File: src/rtl/uart_tx_frame.sv
// Parametrised UART transmitter: DATA_WIDTH data bits, runtime baud divisor,
// optional even/odd parity, one or two stop bits, valid/ready word intake.
module uart_tx_frame #(
  parameter int DATA_WIDTH = 8,
  parameter int DIV_WIDTH  = 13
) (
  input  logic                  clk,
  input  logic                  rstn,
  input  logic [DATA_WIDTH-1:0] tx_data,
  input  logic                  tx_valid,
  output logic                  tx_ready,
  input  logic [DIV_WIDTH-1:0]  clks_per_bit,
  input  logic [1:0]            parity_mode,
  input  logic                  two_stop,
  output logic                  txd,
  output logic                  busy,
  output logic                  done
);

  localparam int IDX_WIDTH = (DATA_WIDTH > 1) ? $clog2(DATA_WIDTH) : 1;
  localparam logic [IDX_WIDTH-1:0] LAST_IDX = IDX_WIDTH'(DATA_WIDTH - 1);

  typedef enum logic [2:0] {
    IDLE   = 3'd0,
    START  = 3'd1,
    DATA   = 3'd2,
    PARITY = 3'd3,
    STOP   = 3'd4
  } state_t;

  state_t                state_q, state_d;
  logic [DIV_WIDTH-1:0]  cnt_q, cnt_d;
  logic [DIV_WIDTH-1:0]  div_q, div_d;
  logic [DIV_WIDTH-1:0]  last_cnt;
  logic [IDX_WIDTH-1:0]  idx_q, idx_d;
  logic                  stop2_q, stop2_d;
  logic [DATA_WIDTH-1:0] data_q, data_d;
  logic [1:0]            pmode_q, pmode_d;
  logic                  two_q, two_d;
  logic                  txd_d, done_d;
  logic                  bit_end, parity_en, parity_bit;

  // A zero divisor behaves as one cycle per bit.
  assign last_cnt   = (div_q == '0) ? '0 : div_q - DIV_WIDTH'(1);
  assign bit_end    = (cnt_q == last_cnt);
  assign parity_en  = (pmode_q == 2'b01) || (pmode_q == 2'b10);
  assign parity_bit = (^data_q) ^ (pmode_q == 2'b10);

  assign tx_ready = (state_q == IDLE);
  assign busy     = (state_q != IDLE);

  always_comb begin
    state_d = state_q;
    cnt_d   = cnt_q;
    idx_d   = idx_q;
    stop2_d = stop2_q;
    data_d  = data_q;
    div_d   = div_q;
    pmode_d = pmode_q;
    two_d   = two_q;
    done_d  = 1'b0;
    txd_d   = 1'b1;

    case (state_q)
      IDLE: begin
        if (tx_valid) begin
          state_d = START;
          data_d  = tx_data;
          div_d   = clks_per_bit;
          pmode_d = parity_mode;
          two_d   = two_stop;
          cnt_d   = '0;
          idx_d   = '0;
          stop2_d = 1'b0;
        end
      end
      START: begin
        if (bit_end) begin
          cnt_d   = '0;
          state_d = DATA;
        end else begin
          cnt_d = cnt_q + DIV_WIDTH'(1);
        end
      end
      DATA: begin
        if (bit_end) begin
          cnt_d = '0;
          if (idx_q == LAST_IDX) begin
            idx_d   = '0;
            state_d = parity_en ? PARITY : STOP;
          end else begin
            idx_d = idx_q + IDX_WIDTH'(1);
          end
        end else begin
          cnt_d = cnt_q + DIV_WIDTH'(1);
        end
      end
      PARITY: begin
        if (bit_end) begin
          cnt_d   = '0;
          state_d = STOP;
        end else begin
          cnt_d = cnt_q + DIV_WIDTH'(1);
        end
      end
      STOP: begin
        if (bit_end) begin
          cnt_d = '0;
          // The first of two stop bits only re-arms the counter.
          if (two_q && !stop2_q) begin
            stop2_d = 1'b1;
          end else begin
            stop2_d = 1'b0;
            state_d = IDLE;
            done_d  = 1'b1;
          end
        end else begin
          cnt_d = cnt_q + DIV_WIDTH'(1);
        end
      end
      default: begin
        state_d = IDLE;
        cnt_d   = '0;
        idx_d   = '0;
        stop2_d = 1'b0;
      end
    endcase

    // The line level is decoded from the next state so txd stays registered.
    case (state_d)
      START:   txd_d = 1'b0;
      DATA:    txd_d = data_q[idx_d];
      PARITY:  txd_d = parity_bit;
      default: txd_d = 1'b1;
    endcase
  end

  always_ff @(posedge clk or negedge rstn) begin
    if (!rstn) begin
      state_q <= IDLE;
      cnt_q   <= '0;
      idx_q   <= '0;
      stop2_q <= 1'b0;
      data_q  <= '0;
      div_q   <= '0;
      pmode_q <= 2'b00;
      two_q   <= 1'b0;
      txd     <= 1'b1;
      done    <= 1'b0;
    end else begin
      state_q <= state_d;
      cnt_q   <= cnt_d;
      idx_q   <= idx_d;
      stop2_q <= stop2_d;
      data_q  <= data_d;
      div_q   <= div_d;
      pmode_q <= pmode_d;
      two_q   <= two_d;
      txd     <= txd_d;
      done    <= done_d;
    end
  end

endmodule

File: config.mk
export PLATFORM = sky130hd
export DESIGN_NAME = uart_tx_frame
export DESIGN_NICKNAME = d
export VERILOG_FILES = /design/src/rtl/uart_tx_frame.sv
export SDC_FILE = /design/constraint.sdc
export NUM_CORES = 1
export LEC_CHECK = 0
export BUFFER_PORTS_ARGS = -buffer_cell sky130_fd_sc_hd__buf_2
export CORE_MARGIN = 10
export CORE_UTILIZATION = 45
export CTS_CLUSTER_DIAMETER = 50
export DETAILED_ROUTE_END_ITERATION = 12
export PLACE_DENSITY = 0.66
export SLEW_MARGIN = 20
export SYNTH_ARGS = -nofsm -noshare
export SYNTH_HDL_FRONTEND = slang
export SYNTH_SLANG_ARGS = --single-unit
File: constraint.sdc
create_clock -name clk -period 8.7 [get_ports clk]
set_clock_uncertainty 0.15 [all_clocks]
set_input_delay 0.435 -clock clk [delete_from_list [all_inputs] [get_ports clk]]
set_output_delay 0.435 -clock clk [all_outputs]
set_load 0.05 [all_outputs]
---- After elaboration in Yosys (flattened, before gate mapping) ----
Index checks and enable logic that the tools add are counted.
word-level totals
  flip-flop bits (word level) ............. 46
  logic and storage cells ................. 68
  output and inout bits ................... 4
  input port bits ......................... 27
cells by class
  multiplexer cells ....................... 27
  bitwise logic cells ..................... 2
  add/sub/neg operators ................... 3
  $lt $le $gt $ge ......................... 1
  reduce and logical (&&, ||, !) cells .... 12
  equality and inequality tests ........... 13
operators by type and width
  operator                                              count
  two-way mux 13 bit                                    3
  two-way mux 3 bit                                     11
  case mux 13 bit (2 select lines)                      1
  case mux 3 bit (5 select lines)                       1
  adder 13 x 1 -> 13 bit (second input constant)        1
  equality test 13 bit                                  1
  logical NOT 13 bit                                    1
  subtractor 13 x 1 -> 13 bit (second input constant)   1
  equality test 3 x 2 -> 1 bit (second input constant)  4
  case mux 3 bit (3 select lines)                       1
  parity 8 bit                                          1
  two-way mux 1 bit                                     7
  equality test 3 x 1 -> 1 bit (second input constant)  2
  equality test 3 bit (second input constant)           2
  case mux 1 bit (3 select lines)                       2
  OR reduction 3 bit                                    2
  < comparator 3 x 4 -> 1 bit (second input constant)   1
  != test 2 bit (second input constant)                 2
  OR reduction 4 bit                                    1
  adder 3 x 1 -> 3 bit (second input constant)          1
  binary-select mux 1 bit (select 3 bit)                1
  logical NOT 3 bit                                     1
  AND reduction 3 bit                                   1
  nonzero test 3 bit                                    1
  other kinds (8)                                       8

---- Logic depth before layout (Yosys ltp) ----
  word-level depth ........................ 8
  depth in mapped cells ................... 13
  mapped depth without buffers ............ 12

---- Worst setup path before layout ----
No wires, ideal clock.
  path kind ............................... register -> register
  start point ............................. reg div_q[3]
  end point ............................... reg txd
  clock period less this slack ............ 3.455 ns
  data required time ...................... 8.462 ns
  data arrival time ....................... 3.217 ns
  setup slack ............................. 5.245 ns
  buffers on the path ..................... 3
  library setup time ...................... 0.088 ns
  stages on the path, launching flop included .. 14
  cell sequence ........................... dfrtp_1 > buf_6 > or4_1 > buf_2 > nor4_2 > mux2_2 > xnor2_1 > nor3_1 > nand4_2 > and2_1 > buf_6 > a211o_1 > a311oi_2 > o32ai_1
on the way
  cells in the longest elaborated chain, start to end .. 8
  elaborated cells between the ends (all ways) .. 17
  classes of those cells .................. 1 x add/sub; 4 x eq/ne; 11 x mux; 1 x reduce/logical
ends and longest elaborated chain
  item                                                               RTL line  RTL
  start, declared                                                    33        logic [DIV_WIDTH-1:0] div_q, div_d;
  start signal, assigned                                             156       div_q <= div_d;
  subtractor 13 x 1 -> 13 bit or logical NOT 13 bit (tied branches)  44        assign last_cnt = (div_q == '0) ? '0 : div_q - DIV_WIDTH'(1);
  two-way mux 13 bit (*)                                             44
  equality test 13 bit (*)                                           45        assign bit_end = (cnt_q == last_cnt);
  two-way mux 3 bit                                                  86        if (bit_end) begin
  case mux 3 bit (3 select lines)                                    64        case (state_q)
  binary-select mux 1 bit (select 3 bit)                             132       DATA: txd_d = data_q[idx_d];
  two-way mux 1 bit (implied by the code)                            132
  case mux 1 bit (3 select lines) (*)                                130       case (state_d)
  named net txd_d                                                    40        logic txd_d, done_d;
  end signal, assigned                                               159       txd <= txd_d;
  end, declared                                                      15        output logic txd,
Mark *: on every way through the listed nets, which the timed path passes. The rest lies on a longest branch. The select of a mux whose other input is x is not followed.
A chain may end at the register's enable or synchronous reset.

---- Final worst setup path ----
  start point ............................. reg div_q[0]
  end point ............................... reg txd
Same word-level chain as after synthesis.

==> results.md <==
Status:
- The run finished, with violations left.
- The checks that failed: hold timing.

Timing:
- The aggregate negative setup slack is 0 ps.
- Counting I/O delays and the setup requirement, the final critical path takes 3720 ps.
- On the final layout, the worst hold slack is -25.2 ps.
- The highest clock rate is 0.269 GHz.
- The final count of hold timing violations is 36.
- The number of pins exceeding their max-slew limit in the final report was 0.
- The worst pin sits at a relative slew slack of 48.2%.
- The final worst-path cycle share is 42.8%.
- Setup repair after global routing left no endpoint under its margin.
- The transition at the pin with the smallest max-transition slack is 773 ps.
- Setup violations remaining at the end of the flow were counted as 0.

Finish:
- The area growth from synthesis to layout is 8.65%.
- Once layout is complete, the cells apart from fillers number 437.
- The share of the core filled with cells in the final layout is 50.3%.
- The sequential cells in the finished layout cover a total of 1150 um^2.
- The number of fill cells in the layout is 636.
- The final instance area is 3180 um^2.
- The most common cell after layout, fill and taps aside is sky130_fd_sc_hd__nand2_1.
- The fraction of final layout cells with drive strength greater than 1 is 14.7%.
- The multi-input gate area in the final layout is 1610 um^2.
- In the final design database the tool counted 391 nets.
- In the layout the commonest cells are 71 x sky130_fd_sc_hd__nand2_1, 45 x sky130_fd_sc_hd__dfrtp_1, 34 x sky130_fd_sc_hd__o21ai_0.
- The number of inserted diodes is 0.

CTS:
- The CTS tree is yes.
- Counting the buffers created by CTS gives 5.
- The total setup buffers inserted after CTS is 0.
- The number of cells upsized or downsized after cts is 0.
- Hold repair after CTS inserted 0 buffers.
- Counting along the longest clock path gives a buffer depth of 2.
- After clock tree synthesis, the clock-pin slew on the worst setup and hold paths is 90 ps.
- The clock drives 46 sinks.
- The count of H-tree levels built during CTS is 2.
- The library cell used as clock root buffer is sky130_fd_sc_hd__clkbuf_8.
- At the later pin of the worst-skew pair, clock insertion delay measures 310 ps.

Drt:
- The routed design has 6.60 mm of wire.
- The violation count after the first detailed-routing iteration is 84.
- The number of nets with antenna violations after detailed routing is 0.
- The detailed router placed 2441 vias in this run.
- Dividing the detail-routed wire length by the instance count gives 15.1 um.
- The DRC violations left is 0.
- The number of vias per cell is 5.59.
- The number of detailed-routing iterations run before antenna repair is 4.

Synth:
- Each instance of the synthesized netlist takes up on average 8.57 um^2.
- Of the synthesized area, sequential elements account for 39.4%.
- The cell count after synthesis is 341.
- The most common flop cell mapped by yosys is sky130_fd_sc_hd__dfrtp_1.
- The async set or reset register ratio after synthesis is 100%.
- In this run, distinct cell masters in the synthesized netlist total 57.
- The number of enable flip-flop cells after synthesis is 0.
- During synthesis, Yosys emitted a total of 0 warnings.
- The number of nets in the synthesized netlist is 373.
- The mapped netlist covers 2920 um^2.
- After synthesis the netlist holds a flip-flop and latch count of 46.

Global route:
- The maximum number of pins on one net before global-route repair is 47.
- The via count of the first global-routing pass is 2412.
- The number of antenna violations at the first check in global routing is 0.
- Across every metal layer, demand over resource in global routing totals 13.5%.
- The global-route congestion overflow total is 0.
- The wire length of the first global-routing pass is 11.3 mm.

Setup path:
- The worst flop-to-flop path startpoint is div_q[0]$_DFFE_PN0P_.
- The setup slack on the worst flop-to-flop path is 4980 ps.
- Data arrives at the worst endpoint at 3800 ps.
- The data required time at the worst endpoint is 8780 ps.
- The capture point of the critical path is txd$_DFF_PN1_.
- In this run the worst setup path begins at div_q[0]$_DFFE_PN0P_.
- The maximum fanout along the worst path is 7.
- The setup path with the least slack is of type flop to flop.
- The length in cells of the worst reg-to-reg path is 12.
- The capture instance of the worst register-to-register path is txd$_DFF_PN1_.
- STA classifies the critical path endpoint as a flop.
- The worst setup path is launched from a flop.

Placement:
- After detailed placement, the total cell area comes to 3080 um^2.
- The number of instances in the placed design is 429.
- The count of buffers from port buffering is 30.
- The congestion estimate from routability-driven global placement came to 0.876.
- The detailed placement HPWL is 4.85 mm.

Die:
- The floorplan step defined a core boundary enclosing 6310 um^2.
- The die boundary width is 101 um.
- The height of the chip is 101 um.
- The initial utilization of the core area, before any placement, comes to 46.3%.
- The area of the die is 10100 um^2.
- The top-level port count is 31.
- The cell row count is 29.

Flow run:
- The count of maximum capacitance violations is 0.

Worst hold path:
- The type of the tightest min-delay check is primary input to asynchronous set/reset pin.

Power and ir drop:
- In this run the static leakage power is 1.45 nW.
- The power per cell area is 114 nW/um^2.
- VDD sags by at most 0.0000727 V.
-- stage by stage --
stage	setup WS [ps]	total power [mW]
after floorplan	5240	0.218
after global placement	5060	0.228
after detailed placement	5000	0.228
after CTS	4960	0.368
after global routing	4570	0.376
final	4980	0.363
-- flip-flops by register name, summed over array words and instances, names as in the netlist --
register	cells
cnt_q	13
div_q	13
data_q	8
idx_q	3
state_q	3
pmode_q	2
done	1
stop2_q	1
two_q	1
txd	1
-- layout make-up --
cell class / count / area share, %
Multi-Input combinational cell: 258 / 50.8
Clock inverter: 3 / 0.788
Clock buffer: 5 / 2.17
Timing Repair Buffer: 30 / 4.81
Sequential cell: 46 / 36.3
Inverter: 18 / 2.13
Tap cell: 77 / 3.03
-- critical path: stages (launching register included) --
cell                       delay, ps
sky130_fd_sc_hd__dfrtp_1         430
sky130_fd_sc_hd__inv_1            90
sky130_fd_sc_hd__ha_1            220
sky130_fd_sc_hd__nor4b_4         370
sky130_fd_sc_hd__nand4_4         190
sky130_fd_sc_hd__or3_1           350
sky130_fd_sc_hd__a2111o_1        460
sky130_fd_sc_hd__nor3_4          280
sky130_fd_sc_hd__nand4_2         160
sky130_fd_sc_hd__and2_1          270
sky130_fd_sc_hd__a211o_1         320
sky130_fd_sc_hd__a311oi_2        240
sky130_fd_sc_hd__o32ai_1         110
-- cell families (layout without fill, tap and decap cells) --
family / Yosys count / count (layout) / synth area share (%)
compound gates: 73 / 73 / 16.3
xor+xnor: 21 / 21 / 6.76
buf+inv: 37 / 56 / 5.44
fa+ha+maj: 5 / 5 / 2.14
simple gates: 152 / 152 / 27.4
mux: 7 / 7 / 2.57
flops: 46 / 46 / 39.4
-- Yosys cell counts, drive strengths merged, types with 4 or more instances --
| library cell | number | area, um^2 |
|---|---|---|
| a21oi | 8 | 40.0 |
| nor3 | 10 | 61.3 |
| xor2 | 7 | 61.3 |
| clkbuf | 15 | 58.8 |
| mux2 | 4 | 45.0 |
| nand2 | 71 | 267 |
| inv | 18 | 67.6 |
| and2 | 4 | 25.0 |
| nor4 | 7 | 65.1 |
| nand2b | 9 | 56.3 |
| nor2 | 12 | 45.0 |
| or3 | 4 | 25.0 |
| and3 | 9 | 56.3 |
| nand3 | 11 | 55.1 |
| dfrtp | 45 | 1130 |
| nand4 | 7 | 65.1 |
| ha | 5 | 62.6 |
| o21ai | 34 | 170 |
| buf | 4 | 32.5 |
| xnor2 | 13 | 114 |
-- worst min path at each step --
stage / to / startpoint / cells past startpoint / slack (ps)
after global placement: pmode_q[1]$_DFFE_PN0P_ / pmode_q[1]$_DFFE_PN0P_ / 2 / 330
after CTS: data_q[0]$_DFFE_PN0P_ / tx_data[0] / 3 / 150
after detailed placement: pmode_q[1]$_DFFE_PN0P_ / pmode_q[1]$_DFFE_PN0P_ / 2 / 320
final: cnt_q[4]$_DFFE_PN0P_ / rstn / 1 / -30
after global routing: data_q[0]$_DFFE_PN0P_ / rstn / 1 / 20
after floorplan: cnt_q[0]$_DFFE_PN0P_ / rstn / 0 / -10
-- where the power goes --
part	switching, mW	total, mW	internal [mW]
Clock	0.0810	0.139	0.0581
Sequential	0	0.214	0.214
Combinational	0.00588	0.0102	0.00433
-- layer usage --
metal / up-vias / share of wire [%] / global-route usage [%]
met2: 57 / 48 / 22.0
li1: 1220 / - / -
met4: 0 / 1.3 / 4.35
met5: - / 0 / 0
met3: 10 / 4.9 / 3.43
met1: 1154 / 46 / 17.0
(Power assumes the default switching activity.)
